`config.mk`:
```
export PLATFORM = sky130hd
export DESIGN_NAME = uart_rx
export DESIGN_NICKNAME = d
export VERILOG_FILES = /design/src/rtl/uart_rx.sv
export SDC_FILE = /design/constraint.sdc
export NUM_CORES = 1
export LEC_CHECK = 0
export CAP_MARGIN = 25
export CELL_PAD_IN_SITES_DETAIL_PLACEMENT = 0
export CELL_PAD_IN_SITES_GLOBAL_PLACEMENT = 1
export CORE_ASPECT_RATIO = 1.1
export CORE_UTILIZATION = 45
export DETAILED_ROUTE_END_ITERATION = 7
export GPL_TIMING_DRIVEN = 0
export PLACE_DENSITY_LB_ADDON = 0.1
export SETUP_SLACK_MARGIN = 0.2
export SLEW_MARGIN = 15
export SYNTH_ARGS = -nofsm -noshare
export SYNTH_HDL_FRONTEND = slang
export SYNTH_SLANG_ARGS = --single-unit
```
`constraint.sdc`:
```
create_clock -name clk -period 4.9 [get_ports clk]
set_clock_uncertainty 0.1 [all_clocks]
set_input_delay 0.735 -clock clk [delete_from_list [all_inputs] [get_ports clk]]
set_output_delay 0.735 -clock clk [all_outputs]
set_load 0.02 [all_outputs]
```
`src/rtl/uart_rx.sv`:
```
// 8N1 UART receiver: two-flop synchroniser, mid-bit sampling, ready flag with consumer acknowledge.
// Optional stop-bit checking and the frame_err port are enabled by defining UART_RX_FRAME_CHK_EN.
module uart_rx #(
    parameter int unsigned HALF_BIT = 1302,
    parameter int unsigned FULL_BIT = 2604
) (
    input  logic       clk,
    input  logic       rst,
    input  logic       RX,
    input  logic       clr_rdy,
    output logic [7:0] rx_data,
`ifdef UART_RX_FRAME_CHK_EN
    output logic       frame_err,
`endif
    output logic       rdy
);

    typedef enum logic {
        IDLE,
        RECEIVE
    } state_t;

    localparam logic [11:0] HALF_LOAD = 12'(HALF_BIT);
    localparam logic [11:0] FULL_LOAD = 12'(FULL_BIT);
    localparam logic [3:0]  LAST_BIT  = 4'd10;

    state_t      state_reg;
    logic        rx_meta_reg;
    logic        rx_sync;
    logic [11:0] baud_cnt;
    logic [8:0]  sr;
    logic [3:0]  bit_cnt;
    logic        start_strobe;
    logic        shift;
    logic        set_rdy;
    logic        stop_ok;

    always_ff @(posedge clk) begin
        if (rst) begin
            rx_meta_reg <= 1'b1;
            rx_sync     <= 1'b1;
        end else begin
            rx_meta_reg <= RX;
            rx_sync     <= rx_meta_reg;
        end
    end

    assign start_strobe = (state_reg == IDLE) && !rx_sync;
    assign set_rdy      = (state_reg == RECEIVE) && (bit_cnt == LAST_BIT);
    assign shift        = (state_reg == RECEIVE) && (bit_cnt != LAST_BIT) && (baud_cnt == 12'd0);
    assign rx_data      = sr[7:0];

`ifdef UART_RX_FRAME_CHK_EN
    assign stop_ok = sr[8];
`else
    assign stop_ok = 1'b1;
`endif

    always_ff @(posedge clk) begin
        if (rst) begin
            state_reg <= IDLE;
            baud_cnt  <= 12'd0;
            bit_cnt   <= 4'd0;
            sr        <= 9'h1FF;
            rdy       <= 1'b0;
        end else begin
            case (state_reg)
                IDLE: begin
                    if (start_strobe) begin
                        // First wait is half a bit so every sample lands mid-bit
                        state_reg <= RECEIVE;
                        baud_cnt  <= HALF_LOAD;
                        bit_cnt   <= 4'd0;
                        sr        <= 9'h1FF;
                    end
                end
                RECEIVE: begin
                    if (set_rdy) begin
                        state_reg <= IDLE;
                    end else if (shift) begin
                        sr       <= {rx_sync, sr[8:1]};
                        baud_cnt <= FULL_LOAD;
                        bit_cnt  <= bit_cnt + 4'd1;
                    end else begin
                        baud_cnt <= baud_cnt - 12'd1;
                    end
                end
                default: state_reg <= IDLE;
            endcase

            // A completed frame outranks any coincident acknowledge
            if (set_rdy && stop_ok) begin
                rdy <= 1'b1;
            end else if (clr_rdy || start_strobe) begin
                rdy <= 1'b0;
            end
        end
    end

`ifdef UART_RX_FRAME_CHK_EN
    always_ff @(posedge clk) begin
        if (rst) begin
            frame_err <= 1'b0;
        end else if (set_rdy && !sr[8]) begin
            frame_err <= 1'b1;
        end else if (clr_rdy || start_strobe) begin
            frame_err <= 1'b0;
        end
    end
`endif

endmodule
```
==> summary.md <==
| Metric | Value |
|---|---|
| Clock Sinks | `29` |
| Worst Tran Pin Value | `892 ps` |
| Most flop-heavy register | `baud_cnt` |
| Clock period minus worst slack | `2200 ps` |
| Vias in the first global route | `1145` |
| Die width | `55.7 um` |
| XOR/XNOR Fraction of Synth Area | `1.84%` |
| Total gr overflow | `0` |
| Final net count | `194` |
| Synth top area share | `40.7%` |
| Iteration-0 DRC count of the detailed router | `52` |
| Crit path depth | `2` |
| Top-count cell post-synth | `dfxtp_1` |
| CTS Buffer Depth | `2` |
| Top cells by count, synth | `29 x dfxtp_1, 23 x nand2_1, 17 x nand3_1, 14 x a21oi_1` |
| Syn nets | `176` |
| IO Pins | `13` |
| Synth Area per Inst | `approximately 8.5 um^2` |
| Synth Area in Adders | `3.51%` |
| Relative slew slack | `40.4%` |
| Pleak | `0.651 nW` |
| Yosys warns | `0` |
| Cell area after synthesis | `0.00143 mm^2` |
| Run status | `finished clean` |
| RSZ-0062 raised after global routing | `false` |
| CTS tree | `yes` |
| CP bufs+invs | `2` |
| Worst-path maximum fanout | `3` |
| Post-synthesis simple-gate area fraction | `34.0%` |
| Final period util | `44.9%` |
| Die Y | `61.0 um` |
| Clock insertion delay at the later pin of the skew report | `320 ps` |
| Netlist cell types | `39` |
| Root Buffer | `clkbuf_4` |
| Fmax | `0.454 GHz` |
| Post-route setup slack | `roughly 2700 ps` |
| Maximum vdd drop | `around 0.25 mV` |
| CP cell instances | `buf_4, clkdlybuf4s50_1` |
| Ant diodes | `0` |
| Global-route wire length before repair | `5130 um` |
| CP max-delay cell | `clkdlybuf4s50_1` |
| Hold-fix buffer count after cts | `0` |
| Crit start category | `flip-flop` |
| CTS resizes | `0` |
| Top_reg_cell synth | `dfxtp_1` |
| Worst R2R Path Depth | `6` |
| Final Routed Wirelength | `3130 um` |
| Post-CTS setup buffer count | `0` |
| Final ANT Viol Nets | `0` |
| Synth area leader | `dfxtp_1` |
| # port buffers | `11` |
| DIE AREA | `around 0.0034 mm^2` |
| Max_cap viols | `0` |
| DP Worst Slack | `2820 ps` |
| Top flop regs | `baud_cnt (12), sr (9), bit_cnt (4)` |
| Clk slew on worst S/H paths | `90 ps` |
| Worst setup EP type | `output pin` |
| HP Class | `flip-flop to flip-flop` |
| Core area | `around 0.003 mm^2` |
| Hpwl dp | `~2200 um` |
| Vias | `1264` |
| Mapped Cells | `168` |
| Pin count of the biggest net entering global routing | `11` |
| H-tree levels | `2` |
| Synth-to-layout area growth | `15.6%` |
| Seq/Total Area, Yosys | `40.7%` |
| Setup tns final | `0 ps` |
| Final Hold Vio Count | `0` |
| GRT Total Usage | `between 10% and 20%` |
| Initial Util | `47.2%` |
| Max FFs per register | `12` |
| Share of layout cells above drive strength 1 | `approximately 16%` |
| Asr flop ratio synth | `0%` |
| Critical path class | `flip-flop to output pin` |
| Power per cell area | `337 mW/mm^2` |
| Crit path DAT | `1370 ps` |
| Slew Viols, Final | `0` |
| Post-synthesis mux area share | `0%` |
| Filler instances | `271` |
| Num CTS Buffers | `5` |
| Worst Path Required | `4070 ps` |
| GP Congestion | `a little under 0.8` |
| Number of synthesized flops with an enable pin | `0` |
| Seq cells post-synth | `29` |
| Remaining routing DRC violations | `0` |
| Worst hold stages | `1` |
| Largest family of logic cells by synthesized area | `simple AND/OR/NAND/NOR gates` |
| Compound-Gate Fraction of Synth Area | `12.6%` |
| Average wire per standard cell | `14.2 um` |
| Largest stage delay on the critical path | `580 ps` |
| CP delay by family, top | `buffers and inverters` |
| Drt first pass iters | `4` |
| Final setup fails | `0` |
| Initial antenna violation count | `0` |
| Cell Rows | `21` |
| Dominant cells by area after synthesis | `dfxtp_1 41%, nand2_1 6.1%, nand3_1 6.0%` |
| DR vias/cell | `about 5.7` |
## area by class of cell
class                           instances  area (um^2)  area share [%]
Inverter                                4         15.0           0.911
Multi-Input combinational cell        120          739            44.9
Clock buffer                            7         65.1            3.95
Timing Repair Buffer                   11          110            6.68
Tap cell                               34         42.5            2.58
Clock inverter                          1         5.00           0.304
Buffer                                 15         90.1            5.47
Sequential cell                        29          581            35.2
## cells in the final DEF (no fill, tap or decap), types with 2 or more instances in the layout
cell type        Yosys  routed
xor2_1               3       3
inv_1                4       4
clkdlybuf4s50_1      0      11
nand2b_1             3       3
or4_1                3       3
or2_2                3       3
nor2_1               9       9
buf_4                9       9
o31ai_1              3       3
nand2_1             23      23
nand3_1             17      17
nor4_1               3       3
clkbuf_1             6       6
a21oi_1             14      14
a211oi_1             3       3
nand4_1              2       2
or3_1                2       2
o21ai_0              3       3
ha_1                 4       4
nand3b_1             4       4
dfxtp_1             29      29
and4_2               2       2
clkbuf_8             0       2
clkbuf_4             0       5
nor3_1               2       2
## metal layers
layer / GRT usage (%) / share of wire [%] / wire (um)
met4: 13.6 / 1.8 / 55
met3: 4.62 / 3.8 / 120
met2: 32.4 / 48 / 1500
met1: 23.8 / 46 / 1450
met5: 0 / 0 / 0
## through the flow
step	std cells	cell area, um^2	total power [W]	hold slack, ps	utilization [%]
6_report	221	1650	0.000555	322	54.5
5_1_grt	221	1650	0.000588	348	54.5
4_1_cts	221	1650	0.000559	326	54.5
3_5_place_dp	213	1580	0.000393	304	52.2
3_3_place_gp	213	1580	0.000389	292	52.2
2_1_floorplan	168	1430	0.000361	289	-
## cell families (layout without fill, tap and decap cells)
kind of cell    count (synthesis)  in the layout
compound gates                 29             29
xor+xnor                        3              3
fa+ha+maj                       4              4
buf+inv                        19             38
flops                          29             29
simple gates                   84             84
## where the power goes
group	switching, W	total, W	internal (W)
clock network	0.0000834	0.000167	0.0000831
logic	0.0000679	0.000119	0.0000510
registers	0.0000188	0.000270	0.000251
## worst paths after layout
check	from	end	slack, ps
worst max-delay path	sr[2]	rx_data[2]	2700
worst min-delay path	rx_meta_reg	rx_sync	320
worst max register to register	baud_cnt[0]	baud_cnt[6]	2730
worst min register to register	rx_meta_reg	rx_sync	320
Power figures use the tool's default switching activity.
